## src/rtl/wb_initiator.sv

```systemverilog
// Wishbone classic single-transfer initiator: one valid/ready request becomes one
// bus cycle, answered with read data or a timeout error on the response channel.
module wb_initiator #(
  parameter int unsigned TIMEOUT = 255,
  parameter int unsigned ADDR_W  = 32
) (
  input  logic              wb_clk_i,
  input  logic              wb_rst_i,
  input  logic              req_valid,
  output logic              req_ready,
  input  logic [ADDR_W-1:0] req_addr,
  input  logic [31:0]       req_wdata,
  input  logic [3:0]        req_sel,
  input  logic              req_we,
  output logic              resp_valid,
  input  logic              resp_ready,
  output logic [31:0]       resp_rdata,
  output logic              resp_err,
  output logic              wbm_cyc_o,
  output logic              wbm_stb_o,
  output logic              wbm_we_o,
  output logic [3:0]        wbm_sel_o,
  output logic [ADDR_W-1:0] wbm_adr_o,
  output logic [31:0]       wbm_dat_o,
  input  logic [31:0]       wbm_dat_i,
  input  logic              wbm_ack_i
);

  localparam int unsigned     CW       = $clog2(TIMEOUT + 1);
  localparam logic [CW-1:0]   CNT_LAST = CW'(TIMEOUT - 1);

  typedef enum logic [1:0] {
    S_IDLE = 2'd0,
    S_BUS  = 2'd1,
    S_RESP = 2'd2
  } state_e;

  state_e              state_q, state_d;
  logic [CW-1:0]       cnt_q, cnt_d;
  logic                cyc_q, cyc_d;
  logic                we_q, we_d;
  logic [3:0]          sel_q, sel_d;
  logic [ADDR_W-1:0]   adr_q, adr_d;
  logic [31:0]         dat_q, dat_d;
  logic                req_ready_q, req_ready_d;
  logic                resp_valid_q, resp_valid_d;
  logic                resp_err_q, resp_err_d;
  logic [31:0]         resp_rdata_q, resp_rdata_d;

  // State and output registers.
  always_ff @(posedge wb_clk_i or posedge wb_rst_i) begin
    if (wb_rst_i) begin
      state_q      <= S_IDLE;
      cnt_q        <= '0;
      cyc_q        <= 1'b0;
      we_q         <= 1'b0;
      sel_q        <= 4'h0;
      adr_q        <= '0;
      dat_q        <= 32'h0;
      req_ready_q  <= 1'b1;
      resp_valid_q <= 1'b0;
      resp_err_q   <= 1'b0;
      resp_rdata_q <= 32'h0;
    end else begin
      state_q      <= state_d;
      cnt_q        <= cnt_d;
      cyc_q        <= cyc_d;
      we_q         <= we_d;
      sel_q        <= sel_d;
      adr_q        <= adr_d;
      dat_q        <= dat_d;
      req_ready_q  <= req_ready_d;
      resp_valid_q <= resp_valid_d;
      resp_err_q   <= resp_err_d;
      resp_rdata_q <= resp_rdata_d;
    end
  end

  // Next-state and next-output logic.
  always_comb begin
    state_d      = state_q;
    cnt_d        = cnt_q;
    cyc_d        = cyc_q;
    we_d         = we_q;
    sel_d        = sel_q;
    adr_d        = adr_q;
    dat_d        = dat_q;
    req_ready_d  = req_ready_q;
    resp_valid_d = resp_valid_q;
    resp_err_d   = resp_err_q;
    resp_rdata_d = resp_rdata_q;
    case (state_q)
      S_IDLE: begin
        if (req_valid) begin
          adr_d       = req_addr;
          dat_d       = req_wdata;
          sel_d       = req_sel;
          we_d        = req_we;
          cyc_d       = 1'b1;
          cnt_d       = '0;
          req_ready_d = 1'b0;
          state_d     = S_BUS;
        end else begin
          req_ready_d = 1'b1;
          state_d     = S_IDLE;
        end
      end
      S_BUS: begin
        // ACK wins over the timeout, so an ACK in the last allowed cycle succeeds.
        if (wbm_ack_i) begin
          resp_rdata_d = we_q ? 32'h0 : wbm_dat_i;
          resp_err_d   = 1'b0;
          cyc_d        = 1'b0;
          resp_valid_d = 1'b1;
          state_d      = S_RESP;
        end else if (cnt_q == CNT_LAST) begin
          resp_rdata_d = 32'h0;
          resp_err_d   = 1'b1;
          cyc_d        = 1'b0;
          resp_valid_d = 1'b1;
          state_d      = S_RESP;
        end else begin
          cnt_d = cnt_q + CW'(1);
        end
      end
      S_RESP: begin
        if (resp_ready) begin
          resp_valid_d = 1'b0;
          req_ready_d  = 1'b1;
          state_d      = S_IDLE;
        end else begin
          state_d = S_RESP;
        end
      end
      default: begin
        state_d      = S_IDLE;
        cyc_d        = 1'b0;
        resp_valid_d = 1'b0;
        req_ready_d  = 1'b1;
      end
    endcase
  end

  assign req_ready  = req_ready_q;
  assign resp_valid = resp_valid_q;
  assign resp_err   = resp_err_q;
  assign resp_rdata = resp_rdata_q;
  assign wbm_cyc_o  = cyc_q;
  assign wbm_stb_o  = cyc_q;
  assign wbm_we_o   = we_q;
  assign wbm_sel_o  = sel_q;
  assign wbm_adr_o  = adr_q;
  assign wbm_dat_o  = dat_q;

endmodule

```

## config.mk

```make
export PLATFORM = sky130hd
export DESIGN_NAME = wb_initiator
export DESIGN_NICKNAME = d
export VERILOG_FILES = /design/src/rtl/wb_initiator.sv
export SDC_FILE = /design/constraint.sdc
export NUM_CORES = 1
export LEC_CHECK = 0
export ABC_AREA = 1
export ABC_CLOCK_PERIOD_IN_PS = 4650
export CORE_MARGIN = 3
export CORE_UTILIZATION = 31
export DETAILED_ROUTE_END_ITERATION = 6
export PLACE_DENSITY = 0.6
export SLEW_MARGIN = 20
export SYNTH_ARGS = -nofsm -noshare
export SYNTH_HDL_FRONTEND = slang
export SYNTH_SLANG_ARGS = --single-unit
export TNS_END_PERCENT = 5
```

## constraint.sdc

```tcl
create_clock -name wb_clk_i -period 4.65 [get_ports wb_clk_i]
set_input_delay 0.93 -clock wb_clk_i [delete_from_list [all_inputs] [get_ports wb_clk_i]]
set_output_delay 0.93 -clock wb_clk_i [all_outputs]
set_load 0.05 [all_outputs]
```

==> results of run 1 <==
-- cell type report --
type                       instances  area [sq um]
timing repair buffer             214          2135
sequential                       115          2879
fill                            1372          7237
clock inverter                     9         77.57
tap                              184         230.2
clock buffer                      23         498.0
multi-input combinational        349          1567
inverter                          48         186.4
-- per-stage QoR --
stage | cells | instance area, sq um | setup WS [ns]
finish | 942 | 7572 | 1.982
global route | 942 | 7572 | 1.923
CTS | 942 | 7571 | 1.940
detailed placement | 910 | 6995 | 1.907
global placement | 910 | 6995 | 1.999
floorplan | 534 | 4798 | 0.6776
-- metal layers --
| metal | track usage (%) | up-vias | wire, um |
|---|---|---|---|
| li1 | - | 2038 | - |
| met1 | 20.82 | 1849 | 5956 |
| met2 | 23.42 | 160 | 5646 |
| met3 | 6.341 | 15 | 1236 |
| met4 | 5.808 | 0 | 226 |
| met5 | 0 | - | 0 |
-- power breakdown --
group	switching (mW)	internal, mW	total, mW
sequential	0.270	1.46	1.73
combinational	2.35	1.09	3.43
clock	0.429	0.799	1.23
-- flip-flops by register name, indices dropped and copies added, names as in the netlist, 2 cells and up --
signal and flops:
wbm_sel_o 4, wbm_dat_o 32, cnt_q 8, state_q 2
wbm_adr_o 32, resp_rdata 32
-- placed cells by master (no fill, tap or decap), types with 4 or more instances in the layout --
master           instances
inv_1                   43
nor2_1                   8
o21ai_0                  4
clkbuf_16               17
o21ai_2                 31
clkinv_2                 6
nand3_1                  8
o21ai_1                  4
clkdlybuf4s50_1        211
dfrtp_1                114
nand2_1                275
clkbuf_8                 5
-- cells by family after synthesis --
kind of cell             synth area share, %
adder cells (fa/ha/maj)               0.5214
buffers and inverters                  7.353
AO/OA/AOI/OAI                          7.014
AND/OR/NAND/NOR                        25.11
flip-flops                             60.00
-- worst paths after layout --
kind | from | endpoint | slack (ns) | cells past startpoint
worst min register to register | wbm_dat_o[20] | wbm_dat_o[20] | 0.47 | 2
max in group asynchronous | wb_rst_i | req_ready | 2.71 | 3
worst max register to register | state_q[0] | wbm_dat_o[27] | 2.81 | 5
min in group asynchronous | wb_rst_i | wbm_adr_o[31] | 1.02 | 2
worst max-delay path | req_ready | req_ready | 1.98 | 1
worst min-delay path | wbm_dat_o[20] | wbm_dat_o[20] | 0.47 | 2
==> impl_metrics.csv, run 1 <==
group,metric,value,unit
critical_path,crit_path_top_delay_cell,"clkdlybuf4s50_1",
grt,overflow,0,
synthesis,ys_top_cells_by_area,"dfrtp_1, nand2_1, o21ai_2",
flow_run,maxCapViolCount,0,
timing,drv_slew,0,
synthesis,syn-cell-area,4798,sq um
critical_path,cp_cell_sequence,"clkdlybuf4s50_1",
synthesis,synth.avg_cell_area,8.986,sq um
timing,slew_headroom,36.79,%
floorplan,die_width,130.4,um
status,status,"finished clean",
worst_hold_path,hp-class,"flop to flop",
cts,ctsResizeCount,0,
floorplan,io_pins,212,
critical_path,path_buf_inv,1,
power_and_ir_drop,power_leakage,3.709,nW
critical_path,cp_max_fo,2,
critical_path,critPathLaunchType,"flop",
cts,clockBufferDepth,2,
critical_path,cpPeakStageDelay,0.81,ns
synthesis,synth_nets,642,
synthesis,ys_seq_area_share,60.00,%
place,gp_congestion,0.8308,
routing,drc,0,
timing,finClkSkew,0.006976,ns
routing,detail_route.wl_per_cell,13.87,um
grt,grt_pass1_vias,4142,
place,dpl.hpwl,9.331,mm
synthesis,yosysWarnings,0,
synthesis,synth_top_area_share,59.45,%
grt,antenna_found_initial,0,
cts,cts_made_buffers,17,
cells_and_area,fin_nets,853,
cells_and_area,fin_util,51.13,%
power_and_ir_drop,powerDensity,843.8,nW/um^2
timing,worst_pin_slew,0.9482,ns
synthesis,synth_edf_count,0,
timing,finalSetupViolations,0,
floorplan,die_y,130.4,um
grt,grt_pass1_wl,20.86,mm
timing,min_period_over_period,57.39,%
timing,setup_tns,0,ns
timing,finalCriticalPeriod,2.668,ns
cts,cts_num_sinks,115,
routing,drtPass1Iterations,6,
cts,clk_pin_slew,0.05,ns
grt,grt_use_total,15.75,%
timing,max_clock_freq,0.3747,GHz
cells_and_area,n_antenna_cell,0,
floorplan,start_util,32.40,%
synthesis,yosys_most_used_dff,"dfrtp_1",
cts,root_buffer,"clkbuf_16",
synthesis,syn-instance-count,534,
floorplan,die_area,17010,sq um
timing,holdWs,0.4740,ns
cells_and_area,drive_gt1_share,10.55,%
synthesis,synth.distinct_cells,24,
synthesis,synth_common_cells,"nand2_1, dfrtp_1, inv_1, o21ai_2, buf_4",
critical_path,cp-end-kind,"output port",
routing,vias,4062,
power_and_ir_drop,p_total,6.390,mW
cts,postCtsHoldBufs,0,
cts,insertion_delay,0.40,ns
place,port-buffer-count,211,
synthesis,ys_async_sr_fraction,100.0,%
cts,htreeDepth,4,
routing,drtIter0Drc,190,
critical_path,critPathTopFamily,"buffers and inverters",
routing,ant_nets,0,
timing,rsz0062_at_grt,"false",
floorplan,core,14810,sq um
critical_path,critPathRequiredTime,3.72,ns
critical_path,critPathKind,"flop to output port",
timing,hold_viol,0,
grt,grt_max_degree,72,
synthesis,ys_ff_latch,115,
cts,postCtsSetupBuffers,0,
critical_path,cp_data_arrival_time,1.74,ns
cts,cts_tree,"yes",
cells_and_area,synthToLayoutAreaGrowth,57.81,%
routing,vias_per_cell,4.312,
synthesis,synth.largest_area_cell,"dfrtp_1",
power_and_ir_drop,ir_worst_vdd,0.4311,mV
floorplan,rows,44,
routing,wl,13.07,mm
synthesis,synth.most_common_cell,"nand2_1",
(Power assumes the default switching activity.)
==> run 2, diff against run 1 <==
--- a/config.mk
+++ b/config.mk
@@ -6,7 +6,7 @@
 export NUM_CORES = 1
 export LEC_CHECK = 0
 export ABC_AREA = 1
-export ABC_CLOCK_PERIOD_IN_PS = 4650
+export ABC_CLOCK_PERIOD_IN_PS = 2600
 export CORE_MARGIN = 3
 export CORE_UTILIZATION = 31
 export DETAILED_ROUTE_END_ITERATION = 6
==> constraint.sdc (replaced) <==
create_clock -name wb_clk_i -period 2.6 [get_ports wb_clk_i]
set_input_delay 0.52 -clock wb_clk_i [delete_from_list [all_inputs] [get_ports wb_clk_i]]
set_output_delay 0.52 -clock wb_clk_i [all_outputs]
set_load 0.05 [all_outputs]
==> run 2 against run 1 <==
Net effect: via count increased by 1.6%; routed wire length rose by 4.6%; die area did not move; largest power group unchanged.
==> impl_metrics.csv, run 2 (synthesized netlist as in run 1, its figures left out) <==
group,metric,value,unit
floorplan,start_util,32.40,%
place,placed_cells,912,
timing,finalSetupViolations,0,
cts,root_buffer,"clkbuf_16",
cells_and_area,n_antenna_cell,0,
timing,worst_pin_slew,0.5527,ns
place,gp_congestion,0.7547,
timing,holdWs,0.4687,ns
critical_path,path_buf_inv,1,
routing,vias_per_cell,4.378,
routing,drtPass1Iterations,5,
grt,grt_max_degree,68,
cells_and_area,mostFrequentLayoutCells,"nand2_1, clkdlybuf4s50_1, dfrtp_1",
grt,grt_pass1_vias,4328,
flow_run,maxCapViolCount,0,
floorplan,die_width,130.4,um
timing,hold_viol,0,
floorplan,io_pins,212,
critical_path,cp_data_arrival_time,1.74,ns
critical_path,critPathRequiredTime,2.08,ns
critical_path,cp_cell_sequence,"clkdlybuf4s50_1",
cells_and_area,fin_nets,855,
timing,rsz0062_at_grt,"false",
grt,overflow,0,
timing,max_clock_freq,0.4423,GHz
place,pre_cts_slack,0.6247,ns
power_and_ir_drop,ir_worst_vdd,0.7804,mV
timing,setup_ws,0.3390,ns
critical_path,reg2reg_slack,1.04,ns
critical_path,crit_path_top_delay_cell,"clkdlybuf4s50_1",
routing,wl_met2,5.978,mm
routing,detail_route.wl_per_cell,14.49,um
critical_path,rr_worst_depth,6,
routing,drc,0,
cts,htreeDepth,4,
worst_hold_path,hold_path_end,"req_ready",
critical_path,cpPeakStageDelay,0.80,ns
routing,drtIter0Drc,203,
worst_hold_path,hold_depth,2,
floorplan,rows,44,
floorplan,core,14810,sq um
status,status,"finished clean",
floorplan,die_y,130.4,um
cts,ctsResizeCount,0,
routing,ant_nets,0,
cells_and_area,final_common_cell,"nand2_1",
power_and_ir_drop,power_leakage,3.746,nW
timing,finClkSkew,0.005483,ns
cts,clockBufferDepth,2,
critical_path,cp_max_fo,2,
routing,wl_met3,1.553,mm
cells_and_area,final_cells,943,
critical_path,critPathLaunchType,"flop",
cells_and_area,synthToLayoutAreaGrowth,59.56,%
critical_path,r2r_start,"state_q[0]",
timing,finalCriticalPeriod,2.261,ns
timing,setup_tns,0,ns
timing,drv_slew,0,
power_and_ir_drop,p_total,11.62,mW
timing,slew_headroom,63.04,%
critical_path,critPathKind,"flop to output port",
place,dpl.hpwl,9.825,mm
routing,wl,13.67,mm
power_and_ir_drop,powerDensity,1518,nW/um^2
grt,grt_pass1_wl,21.66,mm
floorplan,die_area,17010,sq um
critical_path,critPathTopFamily,"buffers and inverters",
grt,antenna_found_initial,0,
cts,cts_made_buffers,17,
worst_hold_path,min-delay-start,"req_ready",
cts,clk_pin_slew,0.05,ns
grt,grt_use_total,16.47,%
cts,cts_num_sinks,115,
timing,min_period_over_period,86.96,%
cts,insertion_delay,0.41,ns
place,port-buffer-count,211,
routing,met1_length,5.869,mm
cts,cts_tree,"yes",
cts,postCtsSetupBuffers,0,
cells_and_area,drive_gt1_share,10.80,%
cts,postCtsHoldBufs,0,
worst_hold_path,hp-class,"flop to flop",
critical_path,r2r_end,"wbm_dat_o[1]",
critical_path,cp-end-kind,"output port",
routing,top_layer,"met4",
routing,vias,4128,
run 2: cell count changes in the layout (fill, tap and decap cells not counted), sizes merged:
cell    previous run  this run
buf                3         5
bufinv             1         2
clkinv             6         4
run 2: tightest hold or removal path, stage by stage (launching register included):
cell and delay [ns]:
dfstp_2 0.37, inv_1 0.04, a21oi_1 0.05
run 2: power breakdown:
group | switching [mW] | internal [mW] | total, mW
Clock | 0.795 | 1.55 | 2.35
Combinational | 4.22 | 1.96 | 6.18
Sequential | 0.483 | 2.61 | 3.09
Total | 5.50 | 6.12 | 11.6
run 2: how the worst max path moves through the flow:
| stage | cells after the start | slack, ns | startpoint | to |
|---|---|---|---|---|
| final | 1 | 0.34 | req_ready | req_ready |
| after global routing | 1 | 0.29 | req_ready | req_ready |
| after CTS | 1 | 0.31 | req_ready | req_ready |
| after detailed placement | 4 | 0.62 | wbm_ack_i | resp_rdata[10] |
| after global placement | 4 | 0.69 | wbm_ack_i | resp_rdata[10] |
| after floorplan | 1 | 0.68 | wb_rst_i | cnt_q[0] |
run 2: through the flow:
step                      instance area [sq um]  utilization, %
after floorplan                            4802               -
after global placement                     7049           47.60
after detailed placement                   7049           47.60
after CTS                                  7656           51.70
after global routing                       7656           51.70
final                                      7656           51.70
run 2: metal layers:
layer  vias up  GRT usage, %
li1       2045             -
met3        20         8.740
met1      1897         19.74
met2       166         25.20
met4         0         6.292
met5         -             0
run 2: cell type report:
cell class                 count  area [sq um]
clock inverter                 8         98.84
fill                        1401          7153
clock buffer                  23         508.0
inverter                      48         186.4
tap                          184         230.2
timing repair buffer         216          2187
sequential                   115          2879
multi-input combinational    349          1567
